==> config.mk <==
export PLATFORM = sky130hd
export DESIGN_NAME = pattern_tx
export DESIGN_NICKNAME = d
export VERILOG_FILES = /design/src/rtl/pattern_tx.sv
export SDC_FILE = /design/constraint.sdc
export NUM_CORES = 1
export LEC_CHECK = 0
export BUFFER_PORTS_ARGS = -buffer_cell sky130_fd_sc_hd__buf_2
export CORE_AREA = 2 2 70 72
export DETAILED_ROUTE_END_ITERATION = 8
export DIE_AREA = 0 0 72 74
export PLACE_DENSITY = 0.55
export SLEW_MARGIN = 20
export SYNTH_ARGS = -nofsm -noshare
export SYNTH_HDL_FRONTEND = slang
export SYNTH_SLANG_ARGS = --single-unit
==> constraint.sdc <==
create_clock -name clk -period 2.5 [get_ports clk]
set_clock_uncertainty 0.05 [all_clocks]
set_input_delay 0.5 -clock clk [delete_from_list [all_inputs] [get_ports clk]]
set_output_delay 0.5 -clock clk [all_outputs]
set_load 0.01 [all_outputs]
==> src/rtl/pattern_tx.sv <==
// Purpose : serial burst transmitter; each frame is a 4-bit preamble (MSB first) then a DATA_W payload (MSB first), repeated rpt+1 times with one idle gap between frames.
// Latency : first frame bit appears on X in the cycle after the edge that accepts start; done pulses in the cycle after the last payload bit.
// Backpres: none; start is taken only in IDLE, is otherwise dropped without queuing, and abort cancels a burst at the next edge.
//
// Ports:
//   clk    system clock, rising-edge active
//   rst    asynchronous active-high reset
//   start  burst request, sampled in IDLE only
//   abort  synchronous cancel of the current burst (wins over start)
//   data   payload, captured on an accepted start
//   rpt    extra repetitions, captured on an accepted start
//   X      registered serial bit stream
//   valid  registered, high while X carries a preamble or payload bit
//   busy   registered, high from first frame bit through last frame bit
//   done   registered one-cycle pulse after a burst completes normally
module pattern_tx #(
  parameter int          DATA_W   = 8,
  parameter logic [3:0]  PREAMBLE = 4'b1011
) (
  input  logic              clk,
  input  logic              rst,
  input  logic              start,
  input  logic              abort,
  input  logic [DATA_W-1:0] data,
  input  logic [3:0]        rpt,
  output logic              X,
  output logic              valid,
  output logic              busy,
  output logic              done
);

  typedef enum logic [1:0] {
    IDLE = 2'd0,
    PRE  = 2'd1,
    DATA = 2'd2,
    GAP  = 2'd3
  } state_t;

  // Bit counter is wide enough for DATA_W up to 32 and for the 4 preamble bits.
  localparam logic [5:0] DW = 6'(DATA_W);

  state_t            state;
  logic [DATA_W-1:0] sreg;   // payload shift register, MSB goes out next
  logic [DATA_W-1:0] cap;    // captured payload, reloaded for each repetition
  logic [3:0]        rcnt;   // repetitions still to send after the current frame
  logic [5:0]        bcnt;   // number of bits of the current section already on X

  always_ff @(posedge clk or posedge rst) begin
    if (rst) begin
      state <= IDLE;
      sreg  <= '0;
      cap   <= '0;
      rcnt  <= '0;
      bcnt  <= '0;
      X     <= 1'b0;
      valid <= 1'b0;
      busy  <= 1'b0;
      done  <= 1'b0;
    end else begin
      done <= 1'b0;
      if (abort) begin
        // Cancel from any state; in IDLE this also blocks a simultaneous start.
        state <= IDLE;
        bcnt  <= '0;
        X     <= 1'b0;
        valid <= 1'b0;
        busy  <= 1'b0;
      end else begin
        case (state)
          IDLE: begin
            X     <= 1'b0;
            valid <= 1'b0;
            busy  <= 1'b0;
            if (start) begin
              cap   <= data;
              sreg  <= data;
              rcnt  <= rpt;
              state <= PRE;
              bcnt  <= 6'd1;
              X     <= PREAMBLE[3];
              valid <= 1'b1;
              busy  <= 1'b1;
            end
          end
          PRE: begin
            valid <= 1'b1;
            busy  <= 1'b1;
            if (bcnt < 6'd4) begin
              X    <= PREAMBLE[2'd3 - bcnt[1:0]];
              bcnt <= bcnt + 6'd1;
            end else begin
              state <= DATA;
              X     <= sreg[DATA_W-1];
              sreg  <= sreg << 1;
              bcnt  <= 6'd1;
            end
          end
          DATA: begin
            if (bcnt < DW) begin
              X     <= sreg[DATA_W-1];
              sreg  <= sreg << 1;
              bcnt  <= bcnt + 6'd1;
              valid <= 1'b1;
              busy  <= 1'b1;
            end else if (rcnt != 4'd0) begin
              rcnt  <= rcnt - 4'd1;
              sreg  <= cap;
              bcnt  <= '0;
              state <= GAP;
              X     <= 1'b0;
              valid <= 1'b0;
              busy  <= 1'b1;
            end else begin
              state <= IDLE;
              bcnt  <= '0;
              X     <= 1'b0;
              valid <= 1'b0;
              busy  <= 1'b0;
              done  <= 1'b1;
            end
          end
          GAP: begin
            state <= PRE;
            bcnt  <= 6'd1;
            X     <= PREAMBLE[3];
            valid <= 1'b1;
            busy  <= 1'b1;
          end
          default: begin
            state <= IDLE;
            bcnt  <= '0;
            X     <= 1'b0;
            valid <= 1'b0;
            busy  <= 1'b0;
          end
        endcase
      end
    end
  end

endmodule

Word-level counts from Yosys, hierarchy flattened:

Cells that the tools add are included.

* bits in registers: 32
* logic and storage cells: 74

* $add $sub $neg: 3
* magnitude comparators: 3
* equal/unequal tests: 11
* muxes and demuxes: 38
* bitwise operators: 1
* reduce and logical (&&, ||, !) cells: 9

Operator list (number)
* 8-bit 2-to-1 mux: 4
* 6-bit 2-to-1 mux: 4
* 6-bit one-hot mux with 4 select lines: 1
* 8-bit one-hot mux with 3 select lines: 1
* 1-bit 2-to-1 mux: 14
* 4-bit 2-to-1 mux: 3
* 3-bit != test (second input constant): 4
* 2-bit 2-to-1 mux: 5
* 5-bit AND reduction: 2
* 2-bit != test (second input constant): 4
* 2-bit one-hot mux with 4 select lines: 1
* 4-bit one-hot mux with 2 select lines: 1
* 6-bit by 1-bit adder with 6-bit output (second input constant): 1
* 6-bit by 3-bit less-than comparator with 1-bit output (second input constant): 1
* 6-bit by 4-bit less-than comparator with 1-bit output (second input constant): 1
* 1-bit one-hot mux with 3 select lines: 2
* 3-bit AND reduction: 2
* 2-bit == test (second input constant): 2
* 1-bit one-hot mux with 4 select lines: 1
* 4-bit nonzero test: 1
* 4-bit by 1-bit subtractor with 4-bit output (second input constant): 1
* 2-bit by 3-bit less-than comparator with 1-bit output (second input constant): 1
* 3-bit nonzero test: 1
* 1-bit binary-select mux with 2-bit select: 1
* other kinds (6): 6

Depth between registers and ports, before layout:

Gate-level depths: netlist (run 1).

* depth after elaboration: 6
* depth in mapped cells: 8
* mapped depth without buffers: 6

Worst setup path before layout (run 1):

No wires, ideal clock.

* kind: flip-flop to flip-flop
* start: reg state[1]
* end: reg sreg[0]
* data arrival time: 1.632 ns
* slack: 0.693 ns
* cell stages (with the launch flop): 7
* buffers on the path: 0
* period minus slack after synthesis: 1.807 ns
* cell sequence: dfrtp_1 > inv_1 > ha_1 > nor2b_4 > a2111oi_2 > o21ai_2 > mux2_2

* word-level cells in the longest chain between the ends: 3
* elaborated cells between the ends (all ways): 9

RTL lines
* start, declared: RTL line 42 `state_t state;`
* start signal, assigned: RTL line 50 `state <= IDLE;`
* start signal, assigned: RTL line 63 `state <= IDLE;`
* start signal, assigned: RTL line 78 `state <= PRE;`
* 2-bit == test, or another cell as far along: RTL line 69 `case (state)`
* 3-bit != test (no line), or another cell as far along
* 5-bit AND reduction (no line)
* end signal, assigned: RTL line 76 `sreg <= data;`
* end signal, assigned: RTL line 94 `sreg <= sreg << 1;`
* end signal, assigned: RTL line 101 `sreg <= sreg << 1;`
* end, declared: RTL line 43 `logic [DATA_W-1:0] sreg;`

Several ways; a longest one is shown, not always the timed one.
A chain may end at the register's enable or synchronous reset.

Worst setup path after layout (run 1):

* start: reg rcnt[0]
* end: reg sreg[3]

* word-level cells in the longest chain between the ends: 3

RTL lines
* start, declared: RTL line 45 `logic [3:0] rcnt;`
* start signal, assigned: RTL line 77 `rcnt <= rpt;`
* start signal, assigned: RTL line 106 `rcnt <= rcnt - 4'd1;`
* 4-bit nonzero test: RTL line 105 `end else if (rcnt != 4'd0) begin`
* 3-bit != test (no line)
* 5-bit AND reduction (no line)
* end signal, assigned: RTL line 94
* end signal, assigned: RTL line 101
* end signal, assigned: RTL line 107 `sreg <= cap;`

Every way passes these cells.

==> impl_metrics.yaml, run 1 <==
run_status:
  run_status: "completed"
finish:
  mostFrequentLayoutCells: "dfrtp_1, buf_2, mux2_2, o21ai_0"
  drive_above_1_share_pct: 30.16
  antennaDiodeCount: 0
  flow.area_growth_from_synthesis_pct: 16.00
  footprint_of_the_multi_input_gates_um2: 894.6
  finish.instance_area_um2: 2041
  fill_cells: 442
  sequential_cell_area_um2: 800.8
  num-nets-final: 211
  leading_cell_type_in_the_layout_fill_and_taps_excluded: "dfrtp_1"
  post_layout_nonfiller_instances: 243
sta:
  tightest_slew_ns: 0.6152
  timing.final.ws_setup_ns: 0.4199
  fin_tns_setup_ns: 0
  period_needed_ns: 2.080
  maxSlewHeadroom_pct: 58.64
  finalSetupViolations: 0
  hold_violations: 0
  drv_slew: 0
  fmax_mhz: 480.7
  timing.final.crit_share_pct: 83.21
  rsz0062_at_grt: "false"
synth:
  yosys_most_used_dff: "dfrtp_1"
  synth_enable_flop_cells: 0
  synth.yosys.seq_area_share_pct: 45.52
  synth_largest_area_cell: "dfrtp_1"
  ys_warn_count: 0
  asyncSetResetFlopFracSynth_pct: 100.0
  synth_area_um2: 1759
  yosys.area.top_type_share_pct: 45.52
  mappedNetlistNets: 186
  synthDistinctLibCells: 42
  post_synth.cell_area_avg_um2: 10.79
  gate_count_of_the_mapped_netlist: 163
  synth-seq-cells: 32
  synth_top_cells_by_area: "dfrtp_1, mux2_2, ha_1, o21ai_0, mux2i_1"
clock_network:
  cts_resized: 0
  tritoncts: "built"
  postCtsSetupBuffers: 0
  cts.hold.buffers_added: 0
  h-tree-depth: 2
  root_buffer: "clkbuf_8"
  cts_num_sinks: 32
  clk_pin_slew_ns: 0.07
  clock_insertion_delay_worst_skew_ns: 0.28
  clock_path_buffers: 2
  cts-buffers-inserted: 5
global_route:
  antenna_found_initial: 0
  use_met3_pct: 4.607
  top_usage_layer: "met2"
  grt-ovfl-total: 0
  globalRouteMet1Util_pct: 20.19
  grt_start_max_net_pins: 33
  grt_usage_pct: 15.92
  first_global_vias: 1374
  wire_length_of_the_first_global_routing_pass_um: 6486
  groute.layer.met2.usage_pct: 26.54
worst_setup_path:
  critical-path-max-stage-delay_ns: 0.40
  worstSetupPathType: "flip-flop to flip-flop"
  cp_cell_sequence: "inv_1 -> ha_1 -> nor3b_2 -> nand2_1 -> o21ai_2 -> mux2_2"
  worst-path-max-fanout: 8
  cp_data_required_time_ns: 2.62
  r2r_setup_slack_ns: 0.42
  cp_slowest_cell: "dfrtp_1"
  worst_r2r_path_depth: 6
  cp_num_buf_inv: 1
  startpoint_type: "flip-flop"
  arrival_ns: 2.20
  startpoint_of_the_worst_slack_reg_to_reg_timing_path: "rcnt[0]$_DFFE_PP0P_"
  timing.critical_path.to_type: "flip-flop"
  critical-path-top-delay-family: "simple AND/OR/NAND/NOR gates"
  worstReg2RegEnd: "sreg[3]$_DFFE_PP0P_"
drt:
  antenna_left: 0
  routed-via-count: 1326
  via_per_inst: 5.457
  detailedRoute.firstPassIterationCount: 4
  drcViolationCount: 0
  routedWlPerCell_um: 15.25
  routed_wirelength_um: 3705
  detail_route.iter0.violations: 141
power:
  leakage_nw: 0.9141
  clock_power_share_pct: 25.7
  internal_power_mw: 1.282
  power.share.switching_pct: 32.07
  ir_worst_vdd_mv: 0.3938
  power_density_nw_per_um2: 925.1
  fin_total_pwr_mw: 1.888
  combinationalPowerShare_pct: 33.1
  power.sequential.fraction_pct: 41.3
  power_switching_uw: 605.4
placed_design:
  dpl.cell_count: 235
  post-dp-hpwl_um: 2677
  pre_cts_slack_ns: 0.4067
  place_congestion: 0.8757
  place_area_um2: 1933
  placement.io_buffers: 19
floorplan:
  design.die.area_um2: 5328
  die_h_um: 74
  ioPinCount: 20
  std_cell_rows: 25
  core_region_area_um2: 4598
  initial_core_util_pct: 38.26
  fp.dieW_um: 72
flow_run:
  maxCapViolCount: 0
min_path:
  hp-class: "input pin to async pin"
==> registers in the layout, summed over array words and instances (netlist names) <==
name / cells
X: 1
sreg: 8
done: 1
rcnt: 4
state: 2
bcnt: 6
busy: 1
cap: 8
valid: 1
==> worst max path at each step <==
stage / start / endpoint / depth (start not counted)
global placement: state[0]$_DFFE_PP0P_ / sreg[1]$_DFFE_PP0P_ / 6
detailed placement: state[0]$_DFFE_PP0P_ / sreg[1]$_DFFE_PP0P_ / 6
floorplan: state[1]$_DFFE_PP0P_ / sreg[0]$_DFFE_PP0P_ / 6
CTS: state[0]$_DFFE_PP0P_ / sreg[1]$_DFFE_PP0P_ / 6
global route: state[0]$_DFFE_PP0P_ / rcnt[1]$_DFFE_PP0P_ / 7
finish: rcnt[0]$_DFFE_PP0P_ / sreg[3]$_DFFE_PP0P_ / 6
==> per-layer routing <==
layer  share of wire, %  wire length, um
met5                  0                0
met4               0.57               21
met1                 47             1749
met2                 49             1803
met3                3.5              131
==> area by class of cell <==
cell class | instances | area share, %
Clock buffer | 6 | 3.556
Clock inverter | 2 | 1.717
Inverter | 10 | 1.839
Multi-Input combinational cell | 115 | 43.84
Sequential cell | 32 | 39.24
Tap cell | 54 | 3.311
Timing Repair Buffer | 24 | 6.499
==> cell usage after synthesis, types with 3 or more instances <==
cell	number
mux2_2	15
nand3_1	5
mux2i_1	7
ha_1	7
o31ai_1	3
inv_1	10
o21ai_0	15
a21oi_1	5
and2_1	3
dfrtp_1	32
o22ai_1	8
buf_2	3
clkbuf_1	3
nand2_1	10
nor3_1	3
==> logic make-up (layout without fill, tap and decap cells) <==
logic type	count (synthesis)	after routing	share of synthesized area, %
flops	32	32	45.52
compound gates	50	50	19.06
simple gates	36	36	13.23
mux	22	22	13.58
fa+ha+maj	7	7	4.978
buf+inv	16	42	3.627
==> power groups by stage <==
stage	clock network, mW	registers [mW]	logic (mW)
after detailed placement	0	0.786	0.628
after CTS	0.496	0.779	0.631
after floorplan	0	0.759	0.490
final	0.484	0.779	0.624
after global placement	0	0.780	0.614
after global routing	0.529	0.798	0.698
==> worst reg2reg max path, stage by stage, from the launching register on <==
cell	delay [ns]
dfrtp_1	0.40
inv_1	0.10
ha_1	0.20
nor3b_2	0.30
nand2_1	0.14
o21ai_2	0.39
mux2_2	0.39
==> per-stage QoR <==
stage / hold slack [ns] / util (%)
after floorplan: 0.3997 / -
after global placement: 0.4197 / 42.04
after detailed placement: 0.4436 / 42.04
after CTS: 0.2561 / 44.38
after global routing: 0.3075 / 44.38
final: 0.2439 / 44.38
No activity file was read; power rests on OpenSTA's default activity.
==> run 2: changes to the inputs <==
==> constraint.sdc (replaced) <==
create_clock -name clk -period 1.95 [get_ports clk]
set_clock_uncertainty 0.05 [all_clocks]
set_input_delay 0.39 -clock clk [delete_from_list [all_inputs] [get_ports clk]]
set_output_delay 0.39 -clock clk [all_outputs]
set_load 0.01 [all_outputs]
==> run 2 against run 1 <==
  * Routed wire length increased by 10%
  * Worst hold slack got worse by 0.13 ns
  * Sequential power grew 30%
  * Worst setup slack lost 0.34 ns
  * Clock power grew 31%
  * Maximum frequency up 11%
  * Flip-flop and latch count is the same
  * Critical path type unchanged
  * Largest power group is now combinational cells
==> impl_metrics.yaml, run 2 (same netlist as run 1, synthesis figures left out) <==
worst_setup_path:
  startpoint_type: "flip-flop"
  cp_data_required_time_ns: 2.07
  cp_cell_sequence: "inv_1 -> ha_2 -> nor2b_4 -> a2111oi_4 -> o21ai_4 -> buf_12 -> mux2_4"
  worst-path-max-fanout: 8
  critical-path-top-delay-family: "compound AO/OA/AOI/OAI gates"
  r2r_setup_slack_ns: 0.08
  critical-path-max-stage-delay_ns: 0.40
  worstSetupPathType: "flip-flop to flip-flop"
  cp_slowest_cell: "dfrtp_1"
  worstReg2RegEnd: "sreg[4]$_DFFE_PP0P_"
  worst_r2r_path_depth: 7
  timing.critical_path.to_type: "flip-flop"
  cp_num_buf_inv: 2
  arrival_ns: 1.99
  startpoint_of_the_worst_slack_reg_to_reg_timing_path: "state[1]$_DFFE_PP0P_"
drt:
  via_per_inst: 5.575
  routed_wirelength_um: 4082
  routedWlPerCell_um: 15.76
  detail_route.iter0.violations: 56
  detailedRoute.firstPassIterationCount: 4
  top_signal_layer_used: "met4"
  antenna_left: 0
  wl_met1_um: 1910
  routed-wl-met3_um: 168
  routed-via-count: 1444
  met2WireLength_um: 1881
  drcViolationCount: 0
clock_network:
  clk_pin_slew_ns: 0.07
  h-tree-depth: 2
  cts.hold.buffers_added: 0
  clock_path_buffers: 2
  cts-buffers-inserted: 5
  clock_insertion_delay_worst_skew_ns: 0.29
  root_buffer: "clkbuf_8"
  tritoncts: "built"
  cts_num_sinks: 32
sta:
  maxSlewHeadroom_pct: 67.81
  fmax_mhz: 534.5
  timing.final.crit_share_pct: 95.94
  tightest_slew_ns: 0.4766
  period_needed_ns: 1.871
  drv_slew: 0
  finalSetupViolations: 0
  timing.final.ws_setup_ns: 0.07915
  hold_violations: 0
floorplan:
  ioPinCount: 20
  std_cell_rows: 25
  fp.dieW_um: 72
  core_region_area_um2: 4598
  die_h_um: 74
  design.die.area_um2: 5328
  initial_core_util_pct: 38.26
power:
  power_density_nw_per_um2: 1186
  fin_total_pwr_mw: 2.682
  ir_worst_vdd_mv: 0.5496
  leakage_nw: 1.047
placed_design:
  placement.io_buffers: 19
  place_congestion: 0.8786
  post-dp-hpwl_um: 2864
  pre_cts_slack_ns: -0.02770
finish:
  fill_cells: 414
  drive_above_1_share_pct: 37.56
  footprint_of_the_multi_input_gates_um2: 958.4
  flow.area_growth_from_synthesis_pct: 28.59
  antennaDiodeCount: 0
  num-nets-final: 227
  top_regs: "cap x8, sreg x8, bcnt x6"
  post-route-util_pct: 49.20
  sequential_cell_area_um2: 800.8
  mostFrequentLayoutCells: "dfrtp_1, buf_2, buf_4, o21ai_0"
  leading_cell_type_in_the_layout_fill_and_taps_excluded: "dfrtp_1"
global_route:
  antenna_found_initial: 0
  wire_length_of_the_first_global_routing_pass_um: 6831
  grt_usage_pct: 16.85
  first_global_vias: 1448
  grt_start_max_net_pins: 33
  grt-ovfl-total: 0
flow_run:
  maxCapViolCount: 0
run_status:
  run_status: "completed"
min_path:
  hp-class: "input pin to async pin"
-- run 2: layout make-up --
type | count | area share (%)
Multi-Input combinational cell | 115 | 42.37
Tap cell | 54 | 2.987
Clock buffer | 6 | 3.208
Timing Repair Buffer | 40 | 12.83
Inverter | 10 | 1.659
Clock inverter | 2 | 1.549
Sequential cell | 32 | 35.40
-- run 2: metrics by stage --
step	hold WS, ns	std cells	cell area (um2)	TNS [ns]
floorplan	0.3997	163	1759	0
global placement	0.4156	247	2048	0
detailed placement	0.4335	247	2048	-0.1291
CTS	0.1383	255	2176	0
global route	0.1741	259	2262	-0.006219
finish	0.1139	259	2262	0
-- run 2: what timing repair did --
action | in CTS | in global routing
resized for setup | 2 | 13
endpoints found under the setup margin | 8 | 10
pin swaps | 0 | 4
setup buffers | 0 | 4
-- run 2: power by group --
| group | internal, mW | switching (mW) |
|---|---|---|
| Clock | 0.379 | 0.257 |
| Sequential | 0.868 | 0.146 |
| Combinational | 0.571 | 0.461 |
-- run 2: worst register-to-register path: stages (launching register included) --
cell	delay [ns]
dfrtp_1	0.40
inv_1	0.08
ha_2	0.18
nor2b_4	0.13
a2111oi_4	0.35
o21ai_4	0.11
buf_12	0.16
mux2_4	0.29
-- run 2: metal layers --
layer	track usage [%]	vias to the layer above
met3	4.472	11
met4	8.386	0
met2	25.72	38
li1	-	685
met5	0	-
met1	22.35	710
-- run 2: worst max path at each step --
stage,from,end,depth (start not counted)
after CTS,rcnt[0]$_DFFE_PP0P_,sreg[4]$_DFFE_PP0P_,6
after floorplan,state[1]$_DFFE_PP0P_,sreg[0]$_DFFE_PP0P_,6
after detailed placement,rcnt[0]$_DFFE_PP0P_,sreg[4]$_DFFE_PP0P_,6
after global placement,rcnt[0]$_DFFE_PP0P_,sreg[2]$_DFFE_PP0P_,6
after global routing,state[0]$_DFFE_PP0P_,rcnt[1]$_DFFE_PP0P_,8
final,state[1]$_DFFE_PP0P_,sreg[4]$_DFFE_PP0P_,7
==> run 3: changes to the inputs <==
--- a/config.mk
+++ b/config.mk
@@ -9,6 +9,7 @@
 export CORE_AREA = 2 2 70 72
 export DETAILED_ROUTE_END_ITERATION = 8
 export DIE_AREA = 0 0 72 74
+export GPL_TIMING_DRIVEN = 0
 export PLACE_DENSITY = 0.55
 export SLEW_MARGIN = 20
 export SYNTH_ARGS = -nofsm -noshare
==> constraint.sdc (replaced) <==
create_clock -name clk -period 2 [get_ports clk]
set_clock_uncertainty 0.05 [all_clocks]
set_input_delay 0.4 -clock clk [delete_from_list [all_inputs] [get_ports clk]]
set_output_delay 0.4 -clock clk [all_outputs]
set_load 0.01 [all_outputs]
==> run 3 against run 2 <==
  * Worst setup slack lost 0.014 ns
  * Core utilization shrank 1.4 points
  * Flip-flop and latch count is the same
  * Cell count down 4.2%
  * First-iteration DRC count shrank 34%
  * Maximum frequency shrank 3.3%
  * Critical endpoint is now sreg[3]$_DFFE_PP0P_
==> impl_metrics.yaml, run 3 (same netlist as run 1, synthesis figures left out) <==
worst_setup_path:
  startpoint_type: "flip-flop"
  worst-path-max-fanout: 8
  cp_num_buf_inv: 2
  worstSetupPathType: "flip-flop to flip-flop"
  timing.critical_path.to_type: "flip-flop"
  critical-path-top-delay-family: "flip-flops"
  cp_cell_sequence: "inv_1 -> ha_2 -> nor2b_4 -> a2111oi_4 -> o21ai_4 -> buf_12 -> mux2_2"
  arrival_ns: 2.06
  critical-path-max-stage-delay_ns: 0.41
  cp_data_required_time_ns: 2.12
  cp_slowest_cell: "dfrtp_1"
global_route:
  grt_usage_pct: 16.03
  first_global_vias: 1347
  grt-ovfl-total: 0
  grt_start_max_net_pins: 33
  wire_length_of_the_first_global_routing_pass_um: 6534
  antenna_found_initial: 0
finish:
  num-nets-final: 216
  post-route-util_pct: 47.78
  drive_above_1_share_pct: 36.60
  mostFrequentLayoutCells: "dfrtp_1, buf_2, mux2_2, o21ai_0, nand2_1"
  flow.area_growth_from_synthesis_pct: 24.89
  post_layout_nonfiller_instances: 248
  top_regs: "cap x8, sreg x8, bcnt x6"
  leading_cell_type_in_the_layout_fill_and_taps_excluded: "dfrtp_1"
  fill_cells: 413
  antennaDiodeCount: 0
floorplan:
  std_cell_rows: 25
  fp.dieW_um: 72
  design.die.area_um2: 5328
  die_h_um: 74
  initial_core_util_pct: 38.26
  ioPinCount: 20
  core_region_area_um2: 4598
flow_run:
  maxCapViolCount: 0
sta:
  drv_slew: 0
  fin_tns_setup_ns: 0
  hold_violations: 0
  finalSetupViolations: 0
  rsz0062_at_grt: "true"
  maxSlewHeadroom_pct: 54.85
  period_needed_ns: 1.935
  fmax_mhz: 516.8
  timing.final.ws_setup_ns: 0.06492
  timing.final.crit_share_pct: 96.75
  tightest_slew_ns: 0.6763
  fin_worst_hold_slack_ns: 0.1572
drt:
  detailedRoute.firstPassIterationCount: 4
  antenna_left: 0
  routed-via-count: 1385
  drcViolationCount: 0
  routedWlPerCell_um: 15.71
  routed_wirelength_um: 3895
  via_per_inst: 5.585
  detail_route.iter0.violations: 37
placed_design:
  place_congestion: 0.8157
  placement.io_buffers: 18
  dpl.cell_count: 235
  pre_cts_slack_ns: -0.1513
  post-dp-hpwl_um: 2715
clock_network:
  cts_num_sinks: 32
  clk_pin_slew_ns: 0.07
  clock_path_buffers: 2
  root_buffer: "clkbuf_8"
  cts.hold.buffers_added: 0
  h-tree-depth: 2
  clock_insertion_delay_worst_skew_ns: 0.29
  tritoncts: "built"
  cts-buffers-inserted: 5
power:
  power_density_nw_per_um2: 1167
  leakage_nw: 0.9628
  ir_worst_vdd_mv: 0.4812
min_path:
  hp-class: "input pin to async pin"
run_status:
  run_status: "completed"
## run 3: area by class of cell
cell class              count  area [um2]  share of cell area, %
inverters                  10       37.54                  1.708
repair buffers             23       140.1                  6.378
plain buffers               6       33.78                  1.538
flip-flops and latches     32       800.8                  36.45
well taps                  54       67.56                  3.075
multi-input cells         115       991.0                  45.10
clock inverters             1       30.03                  1.367
clock buffers               7       96.34                  4.385
## run 3: final timing paths
| check | slack (ns) | to | start | depth (start not counted) |
|---|---|---|---|---|
| max | 0.06 | sreg[3]$_DFFE_PP0P_ | state[1]$_DFFE_PP0P_ | 7 |
| min | 0.16 | X$_DFF_PP0_ | rst | 2 |
| max reg2reg | 0.06 | sreg[3]$_DFFE_PP0P_ | state[1]$_DFFE_PP0P_ | 7 |
| min reg2reg | 0.44 | cap[0]$_DFFE_PP0P_ | cap[0]$_DFFE_PP0P_ | 2 |
| max in group asynchronous | 1.30 | sreg[2]$_DFFE_PP0P_ | rst | 2 |
| min in group clk | 0.26 | rcnt[0]$_DFFE_PP0P_ | rpt[0] | 3 |
## run 3: power breakdown
part | total (mW) | internal [mW] | switching [mW]
logic | 0.904 | 0.464 | 0.440
clock network | 0.680 | 0.439 | 0.240
registers | 0.981 | 0.846 | 0.135
## run 3: worst reg2reg max path, delay by kind of cell, from the launching register on
| kind | cells | cell delay [ns] |
|---|---|---|
| flip-flops | 1 | 0.41 |
| AND/OR/NAND/NOR | 1 | 0.35 |
| multiplexers | 1 | 0.33 |
| adder cells (fa/ha/maj) | 1 | 0.26 |
| buffers and inverters | 2 | 0.24 |
| AO/OA/AOI/OAI | 2 | 0.17 |
## run 3: timing repair
| action | 4_1_cts | 5_1_grt |
|---|---|---|
| hold endpoints to repair | 0 | 0 |
| pin swaps | 1 | 1 |
| resized for setup | 6 | 21 |
| buffers inserted | 1 | 4 |
| endpoints found under the setup margin | 11 | 18 |
## run 3: through the flow
step | cell area (um2) | power, mW
finish | 2197 | 2.564
global route | 2197 | 2.736
CTS | 2102 | 2.507
detailed placement | 1917 | 1.769
global placement | 1917 | 1.743
floorplan | 1759 | 1.561
## run 3: metal layers
| metal | part of all wire [%] | up-vias | GRT usage (%) |
|---|---|---|---|
| li1 | - | 667 | - |
| met1 | 46 | 674 | 21.27 |
| met2 | 48 | 37 | 24.90 |
| met3 | 4.5 | 7 | 4.336 |
| met4 | 1.5 | 0 | 6.918 |
| met5 | 0 | - | 0 |
